--- src/rtl/alu_divider_pkg.sv ---
// Shared types and constants for the iterative divider.
package alu_divider_pkg;

  // Divider FSM encodings
  typedef enum logic [1:0] {
    DIV_IDLE  = 2'd0,
    DIV_PREP  = 2'd1,
    DIV_CALC  = 2'd2,
    DIV_FIXUP = 2'd3
  } div_state_e;

  // Execute-stage opcodes that route to this unit
  localparam logic [5:0] OP_DIV  = 6'h1A;
  localparam logic [5:0] OP_DIVU = 6'h1B;

  // Two's-complement magnitude of a value when it is treated as signed
  function automatic logic [63:0] mag64(input logic [63:0] v, input logic neg);
    return neg ? (~v + 64'd1) : v;
  endfunction

endpackage

--- src/rtl/alu_divider_div_step.sv ---
// One radix-2 restoring division iteration, purely combinational.
module div_step #(
  parameter int WIDTH = 32
) (
  input  logic [WIDTH-1:0] rem,
  input  logic [WIDTH-1:0] quo,
  input  logic [WIDTH-1:0] divisor,
  output logic [WIDTH-1:0] rem_nxt,
  output logic [WIDTH-1:0] quo_nxt
);

  logic [WIDTH:0] rem_sh;
  logic [WIDTH:0] trial;

  // Shift in the next dividend bit, try the subtraction, keep it when it does not borrow.
  // rem < divisor holds on entry, so a valid trial always fits in WIDTH bits and the
  // top bit of trial is a clean borrow indicator.
  always_comb begin
    rem_sh = {rem, quo[WIDTH-1]};
    trial  = rem_sh - {1'b0, divisor};
    if (!trial[WIDTH]) begin
      rem_nxt = trial[WIDTH-1:0];
      quo_nxt = {quo[WIDTH-2:0], 1'b1};
    end else begin
      rem_nxt = rem_sh[WIDTH-1:0];
      quo_nxt = {quo[WIDTH-2:0], 1'b0};
    end
  end

endmodule

--- src/rtl/alu_divider.sv ---
// Multi-cycle radix-2 restoring divider (DIV / DIVU) beside the execute-stage ALU.
module alu_divider
  import alu_divider_pkg::*;
#(
  parameter int WIDTH = 32
) (
  input  logic             clk,
  input  logic             reset_b,
  input  logic             start,
  input  logic             signed_op,
  input  logic [WIDTH-1:0] din_a,
  input  logic [WIDTH-1:0] din_b,
  output logic             busy,
  output logic             done,
  output logic [WIDTH-1:0] quotient,
  output logic [WIDTH-1:0] remainder,
  output logic             div_zero,
  output logic             vout
);

  localparam int CW = $clog2(WIDTH);
  localparam logic [CW-1:0]    LAST_CNT = CW'(WIDTH - 1);
  localparam logic [WIDTH-1:0] MIN_VAL  = {1'b1, {(WIDTH-1){1'b0}}};

  div_state_e       state, state_nxt;
  logic [WIDTH-1:0] a_q, b_q;       // operands as issued
  logic             sgn_q;
  logic [WIDTH-1:0] rem_q, quo_q;   // {rem,quo} shift pair; quo starts as |dividend|
  logic [WIDTH-1:0] dvs_q;          // |divisor|
  logic             q_neg, r_neg;
  logic [CW-1:0]    cnt;
  logic [WIDTH-1:0] rem_nxt, quo_nxt;
  logic             a_neg, b_neg, b_zero;

  assign a_neg  = sgn_q & a_q[WIDTH-1];
  assign b_neg  = sgn_q & b_q[WIDTH-1];
  assign b_zero = (b_q == '0);

  div_step #(.WIDTH(WIDTH)) u_step (
    .rem     (rem_q),
    .quo     (quo_q),
    .divisor (dvs_q),
    .rem_nxt (rem_nxt),
    .quo_nxt (quo_nxt)
  );

  // State register
  always_ff @(posedge clk or negedge reset_b) begin
    if (!reset_b) state <= DIV_IDLE;
    else          state <= state_nxt;
  end

  // Next-state: divide-by-zero skips the iteration entirely
  always_comb begin
    state_nxt = state;
    case (state)
      DIV_IDLE:  if (start) state_nxt = DIV_PREP;
      DIV_PREP:  state_nxt = b_zero ? DIV_FIXUP : DIV_CALC;
      DIV_CALC:  if (cnt == LAST_CNT) state_nxt = DIV_FIXUP;
      DIV_FIXUP: state_nxt = DIV_IDLE;
      default:   state_nxt = DIV_IDLE;
    endcase
  end

  // FSM outputs
  always_comb begin
    busy = (state != DIV_IDLE);
  end

  // Operand capture, sign stripping and the per-bit iteration
  always_ff @(posedge clk or negedge reset_b) begin
    if (!reset_b) begin
      a_q   <= '0;
      b_q   <= '0;
      sgn_q <= 1'b0;
      rem_q <= '0;
      quo_q <= '0;
      dvs_q <= '0;
      q_neg <= 1'b0;
      r_neg <= 1'b0;
      cnt   <= '0;
    end else begin
      case (state)
        DIV_IDLE: begin
          if (start) begin
            a_q   <= din_a;
            b_q   <= din_b;
            sgn_q <= signed_op;
          end
        end
        DIV_PREP: begin
          // MIN negates to itself, which reads correctly as an unsigned magnitude
          quo_q <= a_neg ? (~a_q + 1'b1) : a_q;
          dvs_q <= b_neg ? (~b_q + 1'b1) : b_q;
          rem_q <= '0;
          cnt   <= '0;
          q_neg <= a_neg ^ b_neg;
          r_neg <= a_neg;
        end
        DIV_CALC: begin
          rem_q <= rem_nxt;
          quo_q <= quo_nxt;
          cnt   <= cnt + 1'b1;
        end
        default: ;
      endcase
    end
  end

  // Result registers: written only in FIXUP, held otherwise; done is a one-cycle pulse
  always_ff @(posedge clk or negedge reset_b) begin
    if (!reset_b) begin
      done      <= 1'b0;
      quotient  <= '0;
      remainder <= '0;
      div_zero  <= 1'b0;
      vout      <= 1'b0;
    end else begin
      done <= 1'b0;
      if (state == DIV_FIXUP) begin
        done <= 1'b1;
        if (b_zero) begin
          quotient  <= '1;
          remainder <= a_q;
          div_zero  <= 1'b1;
          vout      <= 1'b0;
        end else begin
          // MIN / -1 already yields quotient=MIN, remainder=0 here; only the flag is extra
          quotient  <= q_neg ? (~quo_q + 1'b1) : quo_q;
          remainder <= r_neg ? (~rem_q + 1'b1) : rem_q;
          div_zero  <= 1'b0;
          vout      <= sgn_q && (a_q == MIN_VAL) && (b_q == '1);
        end
      end
    end
  end

endmodule
--- config.mk ---
export PLATFORM = sky130hd
export DESIGN_NAME = alu_divider
export DESIGN_NICKNAME = d
export VERILOG_FILES = /design/src/rtl/alu_divider_pkg.sv /design/src/rtl/alu_divider_div_step.sv /design/src/rtl/alu_divider.sv
export SDC_FILE = /design/constraint.sdc
export NUM_CORES = 1
export LEC_CHECK = 0
export BUFFER_PORTS_ARGS = -buffer_cell sky130_fd_sc_hd__buf_2
export CAP_MARGIN = 30
export CORE_MARGIN = 2
export CORE_UTILIZATION = 60
export DETAILED_ROUTE_END_ITERATION = 8
export HOLD_SLACK_MARGIN = 0.03
export PLACE_DENSITY = 0.93
export SLEW_MARGIN = 20
export SYNTH_ARGS = -nofsm -noshare
export SYNTH_HDL_FRONTEND = slang
export SYNTH_SLANG_ARGS = --single-unit
--- constraint.sdc ---
create_clock -name clk -period 4.1 [get_ports clk]
set_input_delay 0.615 -clock clk [delete_from_list [all_inputs] [get_ports clk]]
set_output_delay 0.615 -clock clk [all_outputs]
set_load 0.02 [all_outputs]
# After elaboration in Yosys (flattened, before gate mapping)
# Index checks and enable logic that the tools add are counted.
totals:
  ff_bits: 237
  latchBits: 0
  ramBits: 0
  rom_bits: 0
  out_inout_bits: 68
  elab_cells: 62
  n_memories: 0
classes:
  addsub: 6
  mul: 0
  n_div: 0
  order_cmp: 0
  eq_ne: 8
  shifts: 0
  n_mux: 18
  bitwise_logic: 7
  reduce_logical: 8
op_table:
  columns: ["operator", "count"]
  rows:
  - ["2-to-1 mux 32 bit", 7]
  - ["adder 32 x 1 -> 32 bit (second input constant)", 4]
  - ["NOT 32 bit", 4]
  - ["one-hot mux 32 bit (2 select lines)", 2]
  - ["equality test 32 bit (second input constant)", 2]
  - ["subtractor 33 x 32 -> 33 bit", 1]
  - ["zero test 32 bit", 1]
  - ["one-hot mux 5 bit (2 select lines)", 1]
  - ["one-hot mux 2 bit (4 select lines)", 1]
  - ["adder 5 x 1 -> 5 bit (second input constant)", 1]
  - ["equality test 5 bit (second input constant)", 1]
  - ["2-to-1 mux 1 bit", 5]
  - ["equality test 2 bit (second input constant)", 2]
  - ["2-to-1 mux 2 bit", 2]
  - ["!= test 2 bit (second input constant)", 2]
  - ["AND reduction 2 bit", 2]
  - ["nonzero test 2 bit", 2]
  - ["AND 1 bit", 2]
  - ["equality test 2 x 1 -> 1 bit (second input constant)", 1]
  - ["logical AND 1 bit", 2]
  - ["zero test 2 bit", 1]
  - ["XOR 1 bit", 1]

# Longest topological paths before layout
# Gate-level depths: netlist of run 1.
logic_depth:
  depth_word: 4
  ltp_mapped: 13
  ltp_nobuf: 11

# Cells and area by module
# From an unflattened synthesis of run 1, not the netlist that was laid out.
hier_totals:
  cells_unflattened: 1572
  hier_area_um2: 14720.4
by_module_without_submodules:
  columns: ["mod", "instances", "cells_each", "area_per_inst_um2", "seq_area_each_um2"]
  rows:
  - ["alu_divider", 1, 1232, 12170.4, 5930.7]
  - ["div_step", 1, 340, 2549.9, 0.0]

# Worst setup path after synthesis of run 1
# No wires, ideal clock.
synth_timing:
  path_type: "register -> register"
  from: "register rem_q[16]"
  to: "register rem_q[26]"
  arrival_ns: 2.890
  t_required_ns: 3.965
  setup_slack_ns: 1.075
  path_stages_with_launch: 13
  period_less_slack_ns: 3.025
  cell_sequence: "dfrtp_1 ha_1 clkbuf_1 a21o_1 a21o_1 a2111oi_0 a31oi_1 a31oi_1 xnor2_1 buf_2 buf_2 a2bb2oi_1 o31ai_1"
synth_between:
  elab_chain_len: 3
synth_rtl:
  columns: ["element", "line", "source"]
  rows:
  - ["start: declaration", "alu_divider.sv:28", "logic [WIDTH-1:0] rem_q, quo_q;"]
  - ["start signal: assignment", "alu_divider.sv:101", "rem_q <= rem_nxt;"]
  - ["subtractor 33 x 32 -> 33 bit", "alu_divider_div_step.sv:20", "trial = rem_sh - {1'b0, divisor};"]
  - ["2-to-1 mux 32 bit", "alu_divider_div_step.sv:21", "if (!trial[WIDTH]) begin"]
  - ["one-hot mux 32 bit (2 select lines)", "alu_divider.sv:83", "case (state)"]
# No other way between the ends.
# A chain may end at the register's enable or synchronous reset.

# Final worst setup path of run 1
layout_timing:
  from: "register quo_q[31]"
  to: "register rem_q[15]"
layout_between:
  elab_chain_len: 3
layout_rtl:
  columns: ["element", "line", "source"]
  rows:
  - ["start: declaration", "alu_divider.sv:28", null]
  - ["start signal: assignment", "alu_divider.sv:93", "quo_q <= a_neg ? (~a_q + 1'b1) : a_q;"]
  - ["start signal: assignment", "alu_divider.sv:102", "quo_q <= quo_nxt;"]
  - ["subtractor 33 x 32 -> 33 bit", "alu_divider_div_step.sv:20", null]
  - ["2-to-1 mux 32 bit", "alu_divider_div_step.sv:21", null]
  - ["one-hot mux 32 bit (2 select lines)", "alu_divider.sv:83", null]
# No other way between the ends.

==> flow_summary.json, run 1 <==
{
  "synth_top_area_cell": "dfrtp_1",
  "period_needed_ps": 3710,
  "drive_above_1_share_pct": 20.5,
  "grt_pass1_wl_um": 61400,
  "postLayoutCoreUtil_pct": 69.1,
  "grt-ovfl-total": 0,
  "dp_hpwl_um": 27000,
  "io_buffers": 135,
  "finalSetupTns_ps": 0,
  "syn_area_per_cell_um2": 9.43,
  "drt_first_pass_iters": 5,
  "fin_skew_ps": 14.8,
  "startpoint_type": "register",
  "r2r_cells": 12,
  "relSlewSlack_pct": 43.1,
  "syn-cell-area_um2": 14400,
  "cap_violations": 0,
  "num_vias": 12345,
  "cp_data_required_time_ps": 4470,
  "fp-row-count": 56,
  "synth.distinct_cells": 72,
  "wl_per_cell_um": 19.3,
  "viasPerCell": 6.31,
  "power_density_nw_per_um2": 799,
  "syn_to_final_growth_pct": 12.9,
  "synth_area_leaders": "dfrtp_1 (41%), mux2_2 (7.9%), xnor2_1 (4.7%), xor2_1 (4.2%), ha_1 (3.8%)",
  "worst_r2r_endpoint": "rem_q[15]",
  "power.total_mw": 13.0,
  "peakVddDrop_mv": 0.486,
  "ant_nets": 0,
  "synth_top_area_share_pct": 41.3,
  "cts-root-buf": "clkbuf_16",
  "fmax_mhz": 270,
  "setup_violations": 0,
  "path_class": "register to register",
  "hp-class": "primary input to register",
  "grt_usage_pct": 29.4,
  "post_cts_resized": 0,
  "ios": 136,
  "diodes": 0,
  "outcome": "completed",
  "ys_seq_area_share_pct": 41.3,
  "cts_tree": "done",
  "wl_um": 37800,
  "final_max_slew_viol_count": 0,
  "nNetsFinal": 1731,
  "hold_depth": 2,
  "synth_edf_count": 0,
  "drt-initial-drc-count": 920,
  "async_flop_share_pct": 100,
  "synthTopCellsByCount": "dfrtp_1 (237), nand2_1 (115), nor2_1 (113)",
  "end_kind": "register",
  "synthesis.nets": 1635,
  "die-area_um2": 25200,
  "arrival_ps": 4080,
  "core_um2": 23500,
  "grt_max_degree": 106,
  "cts_num_sinks": 237,
  "grt_pass1_vias": 11985,
  "synth_flop_cell": "dfrtp_1",
  "min_from": "din_a[19]",
  "path_max_fanout": 38,
  "gp_congestion": 0.920,
  "syn_inst": 1522,
  "clock_path_buffers": 3,
  "post-route-drc-count": 0,
  "crit_start": "quo_q[31]",
  "r2r-start": "quo_q[31]",
  "clk_latency_ps": 540,
  "die_w_um": 159,
  "clk_pin_slew_ps": 70,
  "ys_seq_elements": 237,
  "fin_crit_sh_pct": 90.5,
  "cts_made_buffers": 26,
  "antenna_found_initial": 1,
  "whs_endpoint": "a_q[19]",
  "hold_viol_final": 0,
  "tightest_slew_ps": 850,
  "yosysWarnings": 0,
  "start_util_pct": 61.2,
  "rsz0062_at_grt": "no",
  "r2r_slack_ps": 390,
  "die_y_um": 159,
  "yosysMostFrequentCell": "dfrtp_1",
  "leakage_nw": 7.09,
  "h-tree-depth": 1
}
-- cells in the final DEF (no fill, tap or decap), types with 16 or more instances in the layout --
cell       Yosys  final
nand2_1      115    114
o21ai_0      103    103
nand3_1       47     47
or3_1         16     16
o31ai_1       32     32
dfrtp_1      237    236
o221ai_1      22     22
mux2_2       101    101
nor2_1       113    112
xnor2_1       77     76
ha_1          44     40
mux2i_1       21     21
a31oi_1       34     34
a21oi_1       91     91
nor3_1        16     16
xor2_1        69     69
inv_1         95     95
clkbuf_16      0     26
buf_2          6    134
-- cells by family after synthesis --
kind of cell,count (synthesis),share of synthesized area [%]
DFF,237,41.3
muxes,122,9.38
AOI/OAI and AO/OA,395,18.1
and+or+nand+nor,397,13.5
adders and majority gates,45,3.97
buffers and inverters,180,4.86
xor gates and xnor gates,146,8.90
-- how the worst max path moves through the flow --
stage | to | slack (ps) | depth (start not counted)
finish | rem_q[15] | 390 | 12
global route | rem_q[5] | 280 | 12
CTS | rem_q[15] | 490 | 12
detailed placement | rem_q[10] | 520 | 12
global placement | rem_q[0] | 750 | 12
floorplan | rem_q[26] | 1080 | 12
-- state kept, by name, summed over array words and instances (netlist names) --
name and flops:
dvs_q 32, rem_q 32, a_q 32, remainder 32, quo_q 32, r_neg 1, q_neg 1, div_zero 1
done 1, sgn_q 1, b_q 32, vout 1, cnt 5, quotient 32, state 2
-- power breakdown --
part | leakage, nW | switching, mW | internal (mW)
clock | 0.455 | 0.983 | 1.47
sequential | 2.91 | 1.23 | 3.33
combinational | 3.73 | 3.47 | 2.47
total | 7.09 | 5.69 | 7.27
-- timing repair --
action	CTS	global route
hold endpoints to repair	43	0
hold buffers	1	0
buffers inserted	0	0
-- metrics by stage --
step           hold WS, ps  instance area [um^2]  instances  worst slack (ps)
2_1_floorplan          319                 14400       1522              1080
5_1_grt                302                 16200       1957               283
3_3_place_gp           476                 15300       1907               754
3_5_place_dp           484                 15300       1907               519
6_report               303                 16200       1957               390
4_1_cts                296                 16200       1956               487
-- final cells by class --
cell class              instances  area, um^2
clock buffers                  39         800
clock inverters                 9         110
fillers                      1659        7260
inverters                      96         360
multi-input cells            1105        7760
flip-flops and latches        237        5930
well taps                     319         399
repair buffers                152         851
-- routing by layer --
layer | up-vias | global-route usage [%] | wire, um
met5 | - | 0 | 0
met4 | 0 | 10.1 | 1300
met3 | 101 | 3.94 | 2900
met2 | 604 | 49.0 | 18100
met1 | 5990 | 39.6 | 15500
li1 | 5650 | - | -
-- worst max-delay path, cell delays in order, from the launching register on --
cell	delay, ps
dfrtp_1	490
inv_1	100
ha_1	260
fa_1	410
nand2b_1	200
a21oi_1	420
o211ai_1	230
a31oi_1	340
a31oi_1	250
xnor2_2	230
buf_12	260
mux2i_1	230
o22ai_1	90
(Power assumes the default switching activity.)
==> inputs of run 2 (changes only) <==
BUFFER_PORTS_ARGS = default   (was -buffer_cell sky130_fd_sc_hd__buf_2)
DONT_BUFFER_PORTS = 1   (was default)
PLACE_DENSITY = 0.88   (was 0.93)
==> run 2 against run 1 <==
The flow now finishes with violations (hold timing). Combinational power decreased by 12%. Hold slack got worse by 540 ps. Register-to-register slack improved by 50 ps. Non-clock buffer count decreased by 142. Utilization decreased by 3.7 points. First-iteration DRC count increased by 25%. Sequential share of layout area increased by 2.1 points. Power decreased by 4.5%. Design area decreased by 5.3%. Sequential cell count unchanged. Critical path depth unchanged. Largest power group unchanged.
==> flow_summary.json, run 2 (synthesis gave the netlist of run 1 again) <==
{
  "cts_tree": "done",
  "cap_violations": 0,
  "drt-initial-drc-count": 1152,
  "final_max_slew_viol_count": 0,
  "path_max_fanout": 30,
  "setup_violations": 0,
  "die_y_um": 159,
  "period_needed_ps": 3660,
  "nNetsFinal": 1588,
  "rsz0062_at_grt": "no",
  "cts_made_buffers": 25,
  "start_util_pct": 61.2,
  "pwr-share-comb_pct": 42.4,
  "dp_slack_ps": 542,
  "post_cts_resized": 0,
  "cp_data_required_time_ps": 4480,
  "die_w_um": 159,
  "fin_crit_sh_pct": 89.2,
  "clock_power_share_pct": 17.9,
  "ant_nets": 0,
  "arrival_ps": 4040,
  "antenna_found_initial": 0,
  "diodes": 0,
  "holdWs_ps": -232,
  "grt_use_met3_pct": 5.33,
  "hp-class": "primary input to async pin",
  "switching_share_pct": 44.7,
  "grt_pass1_vias": 11377,
  "drive_above_1_share_pct": 12.4,
  "fp-row-count": 56,
  "pwr-share-seq_pct": 39.8,
  "wl_um": 36800,
  "end_kind": "register",
  "cts_setup_buffers": 0,
  "grt-ovfl-total": 0,
  "grt_usage_pct": 28.9,
  "viasPerCell": 6.44,
  "p_sw_mw": 5.53,
  "met2_usage_pct": 46.3,
  "fmax_mhz": 273,
  "power.total_mw": 12.4,
  "clk_pin_slew_ps": 70,
  "wl_per_cell_um": 20.3,
  "grt_pass1_wl_um": 60000,
  "clk_latency_ps": 550,
  "outcome": "finished with violations",
  "violations": "hold timing",
  "gr-usage-met1_pct": 39.4,
  "ios": 136,
  "cts_num_sinks": 237,
  "grt_max_degree": 238,
  "peakVddDrop_mv": 0.549,
  "fin_skew_ps": 14.9,
  "core_um2": 23500,
  "tightest_slew_ps": 964,
  "drt_first_pass_iters": 5,
  "cts-root-buf": "clkbuf_16",
  "post-route-drc-count": 0,
  "io_buffers": 0,
  "startpoint_type": "register",
  "hold_viol_final": 237,
  "internal_power_mw": 6.84,
  "path_class": "register to register",
  "dp_hpwl_um": 26000,
  "syn_to_final_growth_pct": 6.88,
  "layout.cells.most_common": "dfrtp_1",
  "finalSetupTns_ps": 0,
  "leakage_nw": 6.42,
  "clock_path_buffers": 3,
  "top_usage_layer": "met2",
  "die-area_um2": 25200,
  "relSlewSlack_pct": 35.5,
  "power_density_nw_per_um2": 806,
  "gp_congestion": 0.964,
  "most-common-layout-cells": "dfrtp_1 (236), nand2_1 (114), nor2_1 (112)",
  "worst_slack_ps": 443,
  "num_vias": 11656,
  "h-tree-depth": 1
}
run 2: changes by cell type in the layout (fill, tap and decap cells not counted), moves of 2 or more:
cell,before,now
clkbuf_1,3,8
clkbuf_8,10,7
buf_4,12,8
buf_2,134,0
bufinv_16,2,0
clkinv_2,5,1
run 2: layout make-up:
class                      count  area (um^2)
clock buffer                  40          752
clock inverter                 4         41.3
fill                        1755         8120
inverter                      96          360
multi-input combinational   1105         7760
sequential                   237         5930
tap                          319          399
timing repair buffer          10          100
run 2: worst max-delay path, cell delays in order, from the launching register on:
cell and delay [ps]:
dfrtp_1 430, inv_1 60, ha_1 220, fa_1 410
nand2b_1 180, a21oi_1 310, o211ai_1 210, a31oi_1 360
a31oi_1 240, xnor2_2 450, buf_12 270, mux2i_1 230
o22ai_1 100
run 2: final timing paths:
path | start | end | slack, ps | cells past startpoint
worst min register to register | dvs_q[9] | dvs_q[9] | 530 | 2
worst max-delay path | quo_q[31] | rem_q[11] | 440 | 12
max in group asynchronous | reset_b | dvs_q[28] | 3830 | 0
worst min-delay path | reset_b | quotient[28] | -230 | 0
min in group clk | din_b[22] | b_q[22] | 220 | 1
worst max register to register | quo_q[31] | rem_q[11] | 440 | 12
run 2: stage by stage:
| step | std cells | util, % | instance area, um^2 |
|---|---|---|---|
| floorplan | 1522 | - | 14400 |
| global placement | 1767 | 62.0 | 14600 |
| detailed placement | 1767 | 62.0 | 14600 |
| CTS | 1811 | 65.4 | 15300 |
| global route | 1811 | 65.4 | 15300 |
| finish | 1811 | 65.4 | 15300 |
run 2: layer usage:
metal | vias to the layer above | share of wire, % | wire (um)
met5 | - | 0 | 0
met4 | 0 | 3.5 | 1300
met3 | 102 | 8.5 | 3130
met2 | 578 | 47 | 17100
met1 | 5604 | 41 | 15300
li1 | 5372 | - | -
run 2: power by group through the flow:
stage                     Combinational, mW  Clock (mW)  Sequential (mW)
after floorplan                        4.26           0             4.41
after global placement                 4.91           0             4.84
after detailed placement               5.12           0             4.91
after CTS                              5.19        2.23             4.89
after global routing                   5.78        2.32             5.06
final                                  5.24        2.21             4.92
==> inputs of run 3 (changes only) <==
ABC_AREA = 1   (was default)
==> run 3 against run 2 <==
Die area up 7.1%. Synthesized area up 7.3%. Critical endpoint is now rem_q[29]. Largest power group unchanged. First-iteration DRC count up 48%. Register-to-register slack better by 870 ps. Utilization up 0.17 points. Design area up 7.6%. Count of clock-buffer cells in the layout down 3. Highest routed layer is now met5. Worst setup slack better by 870 ps. Combinational power up 57%. Global-route usage up 6.3 points. The flow still finishes with violations (hold timing). Critical path depth up 6. Fmax up 31%.
==> flow_summary.json, run 3 <==
{
  "gp_congestion": 0.994,
  "ys_seq_area_share_pct": 38.5,
  "relSlewSlack_pct": 38.1,
  "synth_edf_count": 0,
  "layout.cells.most_common": "nand2_1",
  "cp_top_family": "simple AND/OR/NAND/NOR gates",
  "most-common-layout-cells": "nand2_1 (645), inv_1 (284), nor2_1 (237), dfrtp_1 (237), nand3_1 (155)",
  "synth.distinct_cells": 51,
  "setup_violations": 0,
  "die_y_um": 164,
  "final_max_slew_viol_count": 0,
  "core_um2": 25200,
  "drt-initial-drc-count": 1704,
  "grt_max_degree": 238,
  "path_max_fanout": 32,
  "crit_path_frequent_cell": "nand2_1",
  "end_kind": "register",
  "cap_violations": 0,
  "post_cts_resized": 0,
  "instances_no_fill": 2490,
  "finalSetupTns_ps": 0,
  "synth_top_area_cell": "dfrtp_1",
  "fin_crit_sh_pct": 67.9,
  "syn_to_final_growth_pct": 7.14,
  "worstPathCellList": "inv_1 > ha_1 > fa_1 > inv_1 > nand2_1 > nand2_1 > nand3_1 > nand2_2 > nand2_1 > nand2_2 > nand2_2 > nand2_1 > nand2_1 > nand2_2 > nand2_1 > nand2_1 > nand2_1 > nand2_1",
  "dp_hpwl_um": 36000,
  "fin_skew_ps": 11.4,
  "syn-cell-area_um2": 15400,
  "ant_nets": 0,
  "period_needed_ps": 2780,
  "leakage_nw": 8.75,
  "cts-root-buf": "clkbuf_16",
  "place_area_um2": 15600,
  "postLayoutCoreUtil_pct": 65.6,
  "worst_slack_ps": 1320,
  "power_density_nw_per_um2": 937,
  "outcome": "finished with violations",
  "cts_made_buffers": 27,
  "yosysMostFrequentCell": "nand2_1",
  "slowest_stage": "nand2_2",
  "place_inst": 2442,
  "synth_top_area_share_pct": 38.5,
  "post-route-drc-count": 0,
  "die-area_um2": 27000,
  "antenna_found_initial": 2,
  "dp_slack_ps": 1390,
  "holdWs_ps": -243,
  "violations": "hold timing",
  "clk_latency_ps": 550,
  "clock_path_buffers": 3,
  "power.total_mw": 15.5,
  "arrival_ps": 3270,
  "viasPerCell": 5.89,
  "start_util_pct": 61.2,
  "path_class": "register to register",
  "grt-ovfl-total": 0,
  "design_area_um2": 16500,
  "startpoint_type": "register",
  "grt_usage_pct": 35.2,
  "drive_above_1_share_pct": 5.37,
  "clk_pin_slew_ps": 60,
  "h-tree-depth": 1,
  "drt_first_pass_iters": 9,
  "tightest_slew_ps": 929,
  "io_buffers": 0,
  "wl_um": 47600,
  "grt_pass1_wl_um": 73900,
  "ios": 136,
  "fmax_mhz": 359,
  "synth_flop_cell": "dfrtp_1",
  "slowest_delay_ps": 470,
  "wl_per_cell_um": 19.1,
  "cts_tree": "done",
  "synthesis.nets": 2282,
  "ys_seq_elements": 237,
  "syn_area_per_cell_um2": 7.10,
  "rsz0062_at_grt": "no",
  "grt_pass1_vias": 13840,
  "synth_area_leaders": "dfrtp_1 (38%), nand2_1 (16%), inv_1 (6.9%), nor2_1 (5.8%), nand3_1 (5.0%)",
  "peakVddDrop_mv": 0.532,
  "hold_viol_final": 237,
  "cp_data_required_time_ps": 4580,
  "cp_num_buf_inv": 2,
  "yosysWarnings": 0,
  "num_vias": 14662,
  "cts_setup_buffers": 0,
  "hp-class": "primary input to async pin",
  "cts_num_sinks": 237,
  "async_flop_share_pct": 100,
  "die_w_um": 164,
  "synthTopCellsByCount": "nand2_1 (646), inv_1 (284), dfrtp_1 (237), nor2_1 (237), nand3_1 (155)",
  "syn_inst": 2169,
  "nNetsFinal": 2254,
  "fp-row-count": 58
}
==> run 3: cell types whose count changed after synthesis, sizes merged, moves of 21 or more <==
cell / delta
o21ai: -23
nand2: +539
a31oi: -30
xnor2: -60
o31ai: -31
inv: +192
clkbuf: -25
a21oi: +24
mux2: -86
mux2i: -21
nor2: +128
nand3: +109
==> run 3: cells by family after synthesis <==
group	after synthesis	share of synthesized area, %
buffers and inverters	358	9.29
and+or+nand+nor	1129	30.5
muxes	15	1.10
DFF	237	38.5
AOI/OAI and AO/OA	289	11.5
adders and majority gates	45	3.70
xor gates and xnor gates	96	5.46
==> run 3: area by class of cell <==
cell class                      count  area, um^2
Fill cell                        2171        8670
Multi-Input combinational cell   1574        8050
Sequential cell                   237        5930
Inverter                          289        1090
Clock buffer                       37         763
Tap cell                          330         413
Clock inverter                     10         169
Timing Repair Buffer               12        90.1
Antenna cell                        1        2.50
==> run 3: final timing paths <==
| check | startpoint | to | slack (ps) | cells past startpoint |
|---|---|---|---|---|
| worst max-delay path | quo_q[31] | rem_q[29] | 1320 | 18 |
| worst min-delay path | reset_b | remainder[30] | -240 | 0 |
| worst max register to register | quo_q[31] | rem_q[29] | 1320 | 18 |
| worst min register to register | dvs_q[20] | dvs_q[20] | 480 | 2 |
| max in group asynchronous | reset_b | b_q[12] | 4020 | 0 |
| min in group clk | din_b[20] | b_q[20] | 210 | 1 |
==> run 3: power breakdown <==
part	internal [mW]	switching, mW	leakage [nW]	total, mW
logic	2.64	5.61	5.39	8.25
registers	3.33	1.34	2.90	4.68
clock network	1.55	0.990	0.461	2.54
==> run 3: layer usage <==
metal / track usage [%] / up-vias / share of wire [%]
li1: - / 6866 / -
met1: 48.3 / 6825 / 41
met2: 54.1 / 824 / 43
met3: 7.40 / 145 / 11
met4: 14.7 / 2 / 4.6
met5: 0 / - / 0.027
==> run 3: worst register-to-register path: stages, from the launching register on <==
cell and delay [ps]:
dfrtp_1 320, inv_1 90, ha_1 240, fa_1 400, inv_1 90, nand2_1 50
nand2_1 70, nand3_1 80, nand2_2 100, nand2_1 70, nand2_2 90, nand2_2 70
nand2_1 80, nand2_1 80, nand2_2 470, nand2_1 160, nand2_1 120, nand2_1 80
nand2_1 70
